## src/rtl/fetch_stage.sv

```systemverilog
// Instruction-fetch stage: owns the PC, captures the memory-returned instruction into IF/ID,
// 1-cycle latency; stall holds PC and IF/ID, flush squashes IF/ID, redirect beats both.
module fetch_stage #(
    parameter int              PC_W        = 8,
    parameter int              INSTR_W     = 8,
    parameter logic [PC_W-1:0] RESET_PC    = 8'h00,
    parameter logic [PC_W-1:0] PC_LIMIT    = 8'hFF,
    parameter bit              HALT_EN     = 1'b1,
    parameter logic [INSTR_W-1:0] HALT_OPCODE = 8'hFF
) (
    input  logic               clk,
    input  logic               rst_n,
    output logic [PC_W-1:0]    pc_op,
    input  logic [INSTR_W-1:0] im_out,
    input  logic               stall,
    input  logic               flush,
    input  logic               redirect_valid,
    input  logic [PC_W-1:0]    redirect_pc,
    output logic               ifid_valid,
    output logic [INSTR_W-1:0] ifid_instr,
    output logic [PC_W-1:0]    ifid_pc,
    output logic [PC_W-1:0]    ifid_pc_plus1,
    output logic               halted,
    output logic [15:0]        fetch_count
);

    typedef enum logic [1:0] {S_BOOT, S_RUN, S_HALT} state_t;

    state_t             state_q, state_d;
    logic [PC_W-1:0]    pc_q, pc_d;
    logic               valid_q, valid_d;
    logic [INSTR_W-1:0] instr_q, instr_d;
    logic [PC_W-1:0]    ipc_q, ipc_d;
    logic [PC_W-1:0]    ipc1_q, ipc1_d;
    logic [15:0]        count_q, count_d;
    logic [PC_W-1:0]    pc_seq;

    assign pc_seq = (pc_q == PC_LIMIT) ? '0 : pc_q + 1'b1;

    always_comb begin
        state_d = state_q;
        pc_d    = pc_q;
        valid_d = valid_q;
        instr_d = instr_q;
        ipc_d   = ipc_q;
        ipc1_d  = ipc1_q;
        count_d = count_q;
        case (state_q)
            S_BOOT: begin
                state_d = S_RUN;
                if (redirect_valid) pc_d = redirect_pc;
            end
            S_RUN: begin
                if (redirect_valid) begin
                    pc_d    = redirect_pc;
                    valid_d = 1'b0;
                end else if (flush) begin
                    valid_d = 1'b0;
                end else if (!stall) begin
                    instr_d = im_out;
                    ipc_d   = pc_q;
                    ipc1_d  = pc_seq;
                    valid_d = 1'b1;
                    if (count_q != 16'hFFFF) count_d = count_q + 16'd1;
                    // HALT is captured but the PC parks on its address
                    if (HALT_EN && (im_out == HALT_OPCODE)) state_d = S_HALT;
                    else                                    pc_d    = pc_seq;
                end
            end
            S_HALT: begin
                if (redirect_valid) begin
                    pc_d    = redirect_pc;
                    valid_d = 1'b0;
                    state_d = S_RUN;
                end else if (flush || !stall) begin
                    valid_d = 1'b0;
                end
            end
            default: state_d = S_BOOT;
        endcase
    end

    always_ff @(posedge clk or negedge rst_n) begin
        if (!rst_n) begin
            state_q <= S_BOOT;
            pc_q    <= RESET_PC;
            valid_q <= 1'b0;
            instr_q <= '0;
            ipc_q   <= '0;
            ipc1_q  <= '0;
            count_q <= '0;
        end else begin
            state_q <= state_d;
            pc_q    <= pc_d;
            valid_q <= valid_d;
            instr_q <= instr_d;
            ipc_q   <= ipc_d;
            ipc1_q  <= ipc1_d;
            count_q <= count_d;
        end
    end

    assign pc_op         = pc_q;
    assign ifid_valid    = valid_q;
    assign ifid_instr    = instr_q;
    assign ifid_pc       = ipc_q;
    assign ifid_pc_plus1 = ipc1_q;
    assign halted        = (state_q == S_HALT);
    assign fetch_count   = count_q;

endmodule
```

## config.mk

```make
export PLATFORM = sky130hd
export DESIGN_NAME = fetch_stage
export DESIGN_NICKNAME = d
export VERILOG_FILES = /design/src/rtl/fetch_stage.sv
export SDC_FILE = /design/constraint.sdc
export NUM_CORES = 1
export LEC_CHECK = 0
export CAP_MARGIN = 20
export CORE_ASPECT_RATIO = 2
export CORE_MARGIN = 8
export CORE_UTILIZATION = 40
export DETAILED_ROUTE_END_ITERATION = 8
export GPL_TIMING_DRIVEN = 0
export PLACE_DENSITY = 0.75
export SKIP_CTS_REPAIR_TIMING = 1
export SLEW_MARGIN = 0
export SYNTH_ARGS = -nofsm -noshare
export SYNTH_HDL_FRONTEND = slang
export SYNTH_SLANG_ARGS = --single-unit
```

## constraint.sdc

```tcl
create_clock -name clk -period 1.9 [get_ports clk]
set_clock_uncertainty 0.05 [all_clocks]
set_input_delay 0.19 -clock clk [delete_from_list [all_inputs] [get_ports clk]]
set_output_delay 0.19 -clock clk [all_outputs]
set_load 0.03 [all_outputs]
```

# After elaboration in Yosys (flattened, before gate mapping)
# Cells that the tools add are included.
# totals
register_bits	51
latch_bits	0
ram_bits	0
romBits	0
inputBits	21
out_inout_bits	50
elab_cells	58
mem_count	0
# classes
addsub	2
n_mul	0
div_mod_pow	0
n_lt_le_gt_ge	0
n_eq_ne	16
shifts	0
mux	19
bitwise	3
reduce_logical	11
# op_table
cell	count
$mux W8	6
$add A16 B1 Y16 const B	1
$eq A8 B8 Y1 const B	2
$ne A16 B16 Y1 const B	1
$pmux W8 S2	1
$reduce_and A5 Y1	3
$mux W2	5
$ne A2 B2 Y1 const B	5
$ne A3 B3 Y1 const B	3
$add A8 B1 Y8 const B	1
$pmux W2 S3	1
$mux W1	5
$ne A4 B4 Y1 const B	1
$reduce_and A4 Y1	1
$reduce_bool A2 Y1	2
$ne A3 B2 Y1 const B	1
$not A1 Y1	3
$reduce_and A3 Y1	1
$eq A2 B1 Y1 const B	1
$eq A2 B2 Y1 const B	1
$logic_not A2 Y1	1
$ne A2 B1 Y1 const B	1
$pmux W1 S2	1
$reduce_or A2 Y1	1
other kinds (2)	2

# Longest topological paths before layout
# Gate-level depths: netlist (run 1).
# logic_depth
depth_word	7
ltp_mapped	7

# Worst setup path after synthesis (run 1)
# OpenSTA, ideal clock, no wires.
# synth_path
path_type	reg-to-reg
from	reg state_q[0]
to	reg pc_q[0] (netlist: pc_op[0])
arrival_ns	1.850
setup_slack_ns	-0.125
stages_incl_launch_ff	7
n_path_buf	0
synth_period_minus_slack_ns	2.025
path_cell_list	dfrtp_1 > inv_1 > ha_1 > a211oi_1 > o21bai_1 > a21oi_2 > mux2_2
# synth_via
elab_chain_cells	4
word_cells_on_any_way	11
classes_between	eq/ne: 6; mux: 1; reduce/logical: 4
# synth_lines
item	line	text
start, declared	29	state_t state_q, state_d;
start signal, assigned	93	state_q <= state_d;
$eq A2 B2 Y1 (*)	-	
net halted	23	output logic halted,
$reduce_or A2 Y1 (no line) (*)	-	
$ne A2 B1 Y1 (no line) or $reduce_bool A2 Y1 (tied branches)	-	
$reduce_and A5 Y1 (no line)	-	
end signal, assigned	94	pc_q <= pc_d;
end, declared	30	logic [PC_W-1:0] pc_q, pc_d;
# Mark *: on every way through the listed nets, which the timed path passes. The rest lies on a longest branch.
# A chain may end at the register's enable or synchronous reset.

# Worst setup path after layout (run 1)
# layout_path
from	reg state_q[0]
to	reg pc_q[1] (netlist: pc_op[1])
# layout_via
elab_chain_cells	4
word_cells_on_any_way	11
classes_between	eq/ne: 6; mux: 1; reduce/logical: 4
# layout_lines
item	line	text
$eq A2 B2 Y1 or $logic_not A2 Y1 (tied branches)	48	case (state_q)
$reduce_or A2 Y1 (no line)	-	
$ne A2 B1 Y1 (no line) or $reduce_bool A2 Y1 (tied branches)	-	
$reduce_and A5 Y1 (no line)	-	
# Parallel ways exist; a longest one is shown, timed or not.

==> impl_metrics.json, run 1 <==
{
  "status": "finished clean",
  "arrival_ns": 2.02,
  "synth_ff_type": "dfrtp_1",
  "gp_congestion": 0.8700,
  "min_path_cells": 2,
  "tritoncts": "built",
  "yosys-top-cells-count": "69 x nand2_1, 51 x dfrtp_1, 15 x nor2_1, 13 x xor2_1, 12 x nand3_1",
  "ant_nets": 0,
  "post-route-util_pct": 58.67,
  "clk_path_buf_depth": 2,
  "async_flop_share_pct": 100.0,
  "io_pins": 71,
  "crit_type": "reg2reg",
  "cts_buffers": 5,
  "drcViolationCount": 0,
  "cp_cell_sequence": "ha_4 -> buf_12 -> a211oi_4 -> o21bai_4 -> a21oi_4 -> mux2_4",
  "hold_start": "redirect_valid",
  "wirelength_mm": 7.098,
  "critPathLaunchType": "register",
  "setup_violations": 0,
  "synthTopCellsByArea": "dfrtp_1 49%, nand2_1 9.9%, xor2_1 4.3%",
  "cap_violations": 0,
  "syn_nets": 300,
  "grtUsageTotal_pct": 15.15,
  "power.density_mw_per_mm2": 1616,
  "diodes": 0,
  "slowest_stage": "dfrtp_2",
  "clk_pin_slew_ns": 0.07,
  "syn-cell-area_mm2": 0.002625,
  "multiInputGateArea_mm2": 0.001354,
  "fin_area_mm2": 0.003792,
  "max_stage_delay_ns": 0.44,
  "avgRoutedWirePerCell_um": 15.77,
  "dr.first_iter.drc_count": 107,
  "synth_seq_cells": 51,
  "synth-seq-area-share_pct": 48.62,
  "antenna_found_initial": 0,
  "vdd_ir_drop_max_v": 0.0009074,
  "seqCellArea_mm2": 0.001280,
  "fin_crit_sh_pct": 99.96,
  "first_pass_iters": 4,
  "worst_pin_slew_ns": 0.4147,
  "dp.cells": 431,
  "crit_required_ns": 2.03,
  "dp_hpwl_mm": 5.166,
  "hold_violations": 0,
  "slew_headroom_pct": 72.35,
  "die_area_mm2": 0.009568,
  "crit_family": "compound AO/OA/AOI/OAI gates",
  "drive_gt1_share_pct": 16.57,
  "rows": 42,
  "first_global_vias": 2365,
  "synth_edf_count": 0,
  "rsz0062_at_grt": "yes",
  "worstHoldPathType": "in2reg",
  "final.fill_count": 571,
  "cp-end-kind": "register",
  "overflow": 0,
  "grt_max_degree": 36,
  "holdPathEnd": "ifid_valid",
  "drv_slew": 0,
  "cp_num_cells": 6,
  "reg2reg_slack_ns": 0.0007,
  "grt_pass1_wl_mm": 11.55,
  "cts_max_level": 2,
  "crit_buf_inv": 1,
  "critical_path_peak_fanout": 7,
  "synth_most_common_cell": "nand2_1",
  "max_freq_mhz": 526.5,
  "power.leakage_uw": 0.001752,
  "clock-sinks": 51,
  "synth.distinct_cells": 47,
  "die-width_um": 73.28,
  "die_y_um": 130.6,
  "vias_per_cell": 5.276,
  "start_util_pct": 40.61,
  "syn_inst": 273,
  "avgSynthCellArea_um2": 9.615,
  "yosysWarnings": 0,
  "port_buffers": 69,
  "core-area_mm2": 0.006464,
  "area_delta_synth_final_pct": 44.47,
  "fin_nets": 388,
  "final_cells": 450,
  "fin_setup_tns_ns": 0,
  "num_vias": 2374,
  "finalCriticalPeriod_ns": 1.899,
  "synth_top_cell_by_area": "dfrtp_1",
  "cts_root_buffer": "clkbuf_16",
  "synth_top_area_share_pct": 48.62,
  "insertion_delay_ns": 0.29,
  "r2r_cells": 6,
  "dpl_cell_area_mm2": 0.003448,
  "r2r-start": "state_q[0]",
  "r2r_end": "pc_op[1]"
}
## where the power goes
part	switching [µW]	internal [µW]	total, µW
clock network	391	481	873
registers	340	1490	1830
logic	1870	1550	3420
total	2610	3520	6130
## per-stage QoR
stage,hold slack [ns],power [µW],worst slack (ns)
2_1_floorplan,-0.1556,3681,-0.01348
3_3_place_gp,0.4046,4798,-1.111
3_5_place_dp,0.09182,4881,-0.2762
4_1_cts,-0.2206,5768,-0.2204
5_1_grt,0.1410,6512,-0.04382
6_report,0.1310,6129,0.0006766
## worst reg2reg max path, stage by stage, from the launching register on
cell      delay, ns
dfrtp_2        0.44
ha_4           0.19
buf_12         0.13
a211oi_4       0.25
o21bai_4       0.12
a21oi_4        0.28
mux2_4         0.33
## worst max path at each step
stage | endpoint | from
5_1_grt | pc_op[1] | state_q[0]
3_5_place_dp | fetch_count[14] | flush
3_3_place_gp | fetch_count[0] | rst_n
2_1_floorplan | pc_op[0] | state_q[0]
6_report | pc_op[1] | state_q[0]
4_1_cts | fetch_count[14] | state_q[1]
## logic make-up (layout without fill, tap and decap cells)
logic type / Yosys count / count (layout) / synth area share, %
and+or+nand+nor: 127 / 127 / 24.12
DFF: 51 / 51 / 48.62
AOI/OAI and AO/OA: 46 / 46 / 12.54
buffers and inverters: 20 / 109 / 3.479
xor gates and xnor gates: 17 / 17 / 5.672
adders and majority gates: 6 / 6 / 2.860
muxes: 6 / 6 / 2.717
## routing by layer
layer  vias up  share of wire, %  global-route usage, %
met5         -                 0                      0
met4         0               1.6                  4.276
met3        11               8.4                  5.122
met2        95                48                  24.43
met1      1140                42                  18.60
li1       1128                 -                      -
## sequential cells by signal (all words and copies together) (netlist names)
signal,flops
ifid_instr,8
ifid_pc,8
ifid_valid,1
pc_op,8
ifid_pc_plus1,8
fetch_count,16
state_q,2
## layout make-up
class	count	share of cell area, %
Buffer	10	1.518
Multi-Input combinational cell	202	35.70
Tap cell	88	2.903
Sequential cell	51	33.75
Clock inverter	3	0.3959
Clock buffer	5	3.299
Inverter	8	0.7918
Timing Repair Buffer	83	21.64
## layout by cell type, fill, tap and decap left out, drive strengths merged, types with 3 or more instances in the layout
| cell type | n |
|---|---|
| ha | 6 |
| mux2 | 6 |
| a21oi | 5 |
| a2bb2oi | 3 |
| inv | 8 |
| o21ai | 10 |
| o211ai | 4 |
| clkinv | 3 |
| clkbuf | 8 |
| xor2 | 13 |
| xnor2 | 4 |
| and4 | 4 |
| nand3 | 12 |
| a22o | 3 |
| nand2 | 69 |
| o31ai | 4 |
| nor2 | 16 |
| nor3 | 11 |
| nand4 | 7 |
| dfrtp | 51 |
| buf | 21 |
| clkdlybuf4s50 | 67 |
| a211oi | 3 |
(Power assumes the default switching activity.)
==> run 2: changes to the inputs <==
Settings changed: RECOVER_POWER set to 50.
==> impl_metrics.json, run 2 (synthesis results as in run 1) <==
{
  "clk_path_buf_depth": 2,
  "num_vias": 2373,
  "grtUsageTotal_pct": 15.15,
  "drv_slew": 0,
  "setup_violations": 1,
  "p_seq_share_pct": 29.9,
  "gp_congestion": 0.8700,
  "io_pins": 71,
  "fin_nets": 388,
  "max_stage_delay_ns": 0.44,
  "crit_required_ns": 2.02,
  "hold_start": "redirect_valid",
  "grt_pass1_wl_mm": 11.55,
  "grt_max_degree": 36,
  "reg2reg_slack_ns": -0.0008,
  "min_path_cells": 2,
  "layout_commonest_cell": "nand2_1",
  "r2r_end": "pc_op[1]",
  "hold_violations": 0,
  "cts_root_buffer": "clkbuf_16",
  "avgRoutedWirePerCell_um": 15.76,
  "violations": "setup timing",
  "tritoncts": "built",
  "worstHoldPathType": "in2reg",
  "ant_nets": 0,
  "rsz0062_at_grt": "yes",
  "cp_cell_sequence": "ha_4 -> buf_12 -> a211oi_4 -> o21bai_4 -> a21oi_4 -> mux2_4",
  "slowest_stage": "dfrtp_2",
  "status": "complete, but fails checks",
  "drive_gt1_share_pct": 16.30,
  "vias_per_cell": 5.273,
  "largest_reg_flops": 16,
  "core-area_mm2": 0.006464,
  "antenna_found_initial": 0,
  "r2r_cells": 6,
  "die_y_um": 130.6,
  "fin_ws_ns": -0.0008489,
  "post-route-util_pct": 58.65,
  "drcViolationCount": 0,
  "r2r-start": "state_q[0]",
  "critPathLaunchType": "register",
  "dp.cells": 431,
  "clock-sinks": 51,
  "power.leakage_uw": 0.001750,
  "power.density_mw_per_mm2": 1616,
  "worst_pin_slew_ns": 0.9905,
  "cts_max_level": 2,
  "dr.first_iter.drc_count": 109,
  "p_sw_share_pct": 42.48,
  "die_area_mm2": 0.009568,
  "overflow": 0,
  "critical_path_peak_fanout": 7,
  "crit_buf_inv": 1,
  "insertion_delay_ns": 0.29,
  "first_pass_iters": 4,
  "p_sw_uw": 2602,
  "wirelength_mm": 7.090,
  "vdd_ir_drop_max_v": 0.0009072,
  "first_global_vias": 2365,
  "slew_headroom_pct": 33.97,
  "crit_family": "compound AO/OA/AOI/OAI gates",
  "diodes": 0,
  "dp_hpwl_mm": 5.166,
  "cap_violations": 0,
  "area_delta_synth_final_pct": 44.42,
  "final_cells": 450,
  "arrival_ns": 2.02,
  "cp-end-kind": "register",
  "clk_pin_slew_ns": 0.07,
  "start_util_pct": 40.61,
  "p_int_uw": 3523,
  "whs_ns": 0.1310,
  "cts_buffers": 5,
  "rows": 42,
  "die-width_um": 73.28,
  "port_buffers": 69,
  "fin_crit_sh_pct": 100.0,
  "clkPwrFrac_pct": 14.2,
  "holdPathEnd": "ifid_valid",
  "p_comb_share_pct": 55.9,
  "finalCriticalPeriod_ns": 1.901,
  "final_cell_mix": "69 x nand2_1, 67 x clkdlybuf4s50_1, 48 x dfrtp_1",
  "max_freq_mhz": 526.1,
  "crit_type": "reg2reg"
}
-- run 2: cell count changes in the layout (fill, tap and decap cells not counted) --
cell,delta
buf_2,-1
clkbuf_1,+1
-- run 2: power by group through the flow --
stage	logic (µW)	registers (µW)	clock network, µW
floorplan	1150	2530	0
global placement	2970	1830	0
detailed placement	3030	1850	0
CTS	3040	1840	888
global route	3680	1900	934
finish	3420	1830	871
-- run 2: final cells by class --
cell class / count / area, µm²
plain buffers: 10 / 57.56
inverters: 8 / 30.03
repair buffers: 83 / 819.5
well taps: 88 / 110.1
clock inverters: 3 / 15.01
fillers: 572 / 2673
flip-flops and latches: 51 / 1280
multi-input cells: 202 / 1354
clock buffers: 5 / 125.1
-- run 2: layer usage --
layer | up-vias | GRT usage, % | wire, µm
met5 | - | 0 | 0
met4 | 0 | 4.276 | 114
met3 | 11 | 5.122 | 586
met2 | 92 | 24.43 | 3418
met1 | 1142 | 18.60 | 2970
li1 | 1128 | - | -
-- run 2: worst max-delay path by stage --
stage / slack [ns] / cells after the start / from / to
floorplan: -0.01 / 6 / state_q[0] / pc_op[0]
detailed placement: -0.28 / 5 / flush / fetch_count[14]
global placement: -1.11 / 1 / rst_n / fetch_count[0]
global route: -0.04 / 6 / state_q[0] / pc_op[1]
finish: -0.0008 / 6 / state_q[0] / pc_op[1]
CTS: -0.22 / 6 / state_q[1] / fetch_count[14]
-- run 2: stage by stage --
step	instance area [µm²]	setup slack (ns)	total power (µW)	TNS, ns
2_1_floorplan	2633	-0.01348	3681	-0.04044
3_3_place_gp	3433	-1.111	4798	-49.45
3_5_place_dp	3448	-0.2762	4881	-2.903
4_1_cts	3588	-0.2204	5768	-1.418
5_1_grt	3791	-0.04382	6512	-0.1064
6_report	3791	-0.0008489	6125	-0.0008489
==> run 3: changes to the inputs <==
Settings changed: ABC_AREA set to 1, PLACE_DENSITY 0.75 to 0.74.
==> impl_metrics.json, run 3 <==
{
  "gr-usage-met1_pct": 14.73,
  "clk_path_buf_depth": 2,
  "synth_top_area_share_pct": 47.27,
  "vdd_ir_drop_max_v": 0.0007143,
  "p_seq_share_pct": 33.3,
  "final_cell_mix": "150 x nand2_1, 51 x dfrtp_1, 49 x clkdlybuf4s50_1",
  "syn-cell-area_mm2": 0.002700,
  "cp_cell_sequence": "inv_1 -> ha_1 -> and3_1 -> clkbuf_2 -> inv_2 -> buf_4 -> nand2_1 -> o21ai_0",
  "final.fill_count": 618,
  "yosysWarnings": 0,
  "synth-seq-area-share_pct": 47.27,
  "crit_start": "state_q[1]",
  "reg2reg_slack_ns": 0.11,
  "clock-sinks": 51,
  "grt_max_degree": 34,
  "cts_root_buffer": "clkbuf_16",
  "gp_congestion": 0.8954,
  "largest_reg_flops": 16,
  "p_int_uw": 2970,
  "max_stage_delay_ns": 0.40,
  "post-route-util_pct": 56.27,
  "multiInputGateArea_mm2": 0.001241,
  "clkPwrFrac_pct": 16.9,
  "yosys-top-cells-count": "150 x nand2_1, 51 x dfrtp_1, 29 x inv_1, 27 x nor2_1, 20 x nand3_1",
  "arrival_ns": 1.91,
  "layout_commonest_cell": "nand2_1",
  "slew_headroom_pct": 21.87,
  "syn_nets": 383,
  "avgRoutedWirePerCell_um": 13.85,
  "crit_required_ns": 2.02,
  "power.leakage_uw": 0.001828,
  "drive_gt1_share_pct": 7.323,
  "insertion_delay_ns": 0.29,
  "die_area_mm2": 0.009795,
  "num_vias": 2511,
  "synthTopCellsByArea": "dfrtp_1 47%, nand2_1 21%, inv_1 4.0%",
  "fin_nets": 464,
  "p_sw_share_pct": 43.85,
  "crit_type": "reg2reg",
  "cp-end-kind": "register",
  "grt_pass1_wl_mm": 11.76,
  "hold_start": "ifid_instr[6]",
  "synth_most_common_cell": "nand2_1",
  "p_comb_share_pct": 49.8,
  "ant_nets": 0,
  "slowest_stage": "dfrtp_1",
  "core-area_mm2": 0.006569,
  "seqCellArea_mm2": 0.001276,
  "io_pins": 71,
  "drcViolationCount": 0,
  "fin_area_mm2": 0.003696,
  "avgSynthCellArea_um2": 7.585,
  "antenna_found_initial": 0,
  "diodes": 0,
  "r2r_cells": 8,
  "die-width_um": 74.10,
  "worst_pin_slew_ns": 1.172,
  "die_y_um": 132.2,
  "critPathLaunchType": "register",
  "fin_crit_sh_pct": 94.34,
  "drv_slew": 0,
  "wirelength_mm": 7.271,
  "synth_ff_type": "dfrtp_1",
  "start_util_pct": 41.10,
  "clk_pin_slew_ns": 0.06,
  "power.density_mw_per_mm2": 1431,
  "met2_usage_pct": 29.13,
  "min_path_cells": 2,
  "rows": 42,
  "r2r-start": "state_q[1]",
  "p_sw_uw": 2319,
  "hold_violations": 0,
  "tritoncts": "built",
  "dp_hpwl_mm": 5.838,
  "vias_per_cell": 4.783,
  "worstHoldPathType": "reg2reg",
  "first_global_vias": 2547,
  "max_freq_mhz": 557.9,
  "dr.first_iter.drc_count": 144,
  "status": "finished clean",
  "synth_top_cell_by_area": "dfrtp_1",
  "cap_violations": 0,
  "area_delta_synth_final_pct": 36.89,
  "synth_seq_cells": 51,
  "synth_edf_count": 0,
  "critical_path_peak_fanout": 10,
  "top_usage_layer": "met2",
  "synth.distinct_cells": 28,
  "finalCriticalPeriod_ns": 1.792,
  "syn_inst": 356,
  "port_buffers": 70,
  "setup_violations": 0,
  "overflow": 0,
  "dpl_cell_area_mm2": 0.003526,
  "cts_buffers": 5,
  "grtUsageTotal_pct": 15.65,
  "async_flop_share_pct": 100.0,
  "met3_usage_pct": 3.659,
  "first_pass_iters": 4,
  "cts_max_level": 2
}
[run 3: worst paths after layout]
path                               endpoint
setup reg to reg           ifid_pc_plus1[5]
setup / recovery           ifid_pc_plus1[5]
hold / removal                ifid_instr[6]
hold reg to reg               ifid_instr[6]
min in group asynchronous     ifid_instr[5]
max in group asynchronous          pc_op[2]
[run 3: cell type report]
cell class                      count  share of cell area (%)
Buffer                              8                   1.490
Clock buffer                        6                   3.758
Clock inverter                      1                  0.1354
Inverter                           34                   3.453
Multi-Input combinational cell    263                   33.58
Sequential cell                    51                   34.53
Tap cell                           88                   2.979
Timing Repair Buffer               74                   20.07
[run 3: power groups by stage]
stage / registers, µW / logic, µW / clock network, µW
floorplan: 2440 / 887 / 0
global placement: 1780 / 2640 / 0
detailed placement: 1790 / 2680 / 0
CTS: 1770 / 2690 / 911
global route: 1820 / 2870 / 966
finish: 1760 / 2640 / 892
[run 3: stage by stage]
step	cells	power, µW	TNS [ns]	hold WS (ns)	setup slack, ns
final	525	5290	0	0.4136	0.1075
after global routing	525	5653	-0.01402	0.4269	-0.01402
after CTS	522	5375	-0.03720	-0.1788	-0.03720
after detailed placement	515	4469	0	0.1303	0.04678
after global placement	514	4414	-48.48	0.4058	-0.9544
after floorplan	356	3331	0	-0.1556	0.1850
[run 3: worst max-delay path, delay by kind of cell, from the launching register on]
kind,cells,cell delay [ns]
simple gates,2,0.22
flops,1,0.40
fa+ha+maj,1,0.21
buf+inv,4,0.70
compound gates,1,0.07
[run 3: cells by family (layout without fill, tap and decap cells)]
group	Yosys count	count (layout)	synth area share, %
xor+xnor	10	10	3.244
buf+inv	42	123	6.858
flops	51	51	47.27
simple gates	213	213	33.27
fa+ha+maj	6	6	2.780
compound gates	34	34	6.580
[run 3: metal layers]
metal | routed length [µm] | vias up
li1 | - | 1278
met1 | 2620 | 1168
met2 | 4095 | 55
met3 | 360 | 10
met4 | 194 | 0
met5 | 0 | -
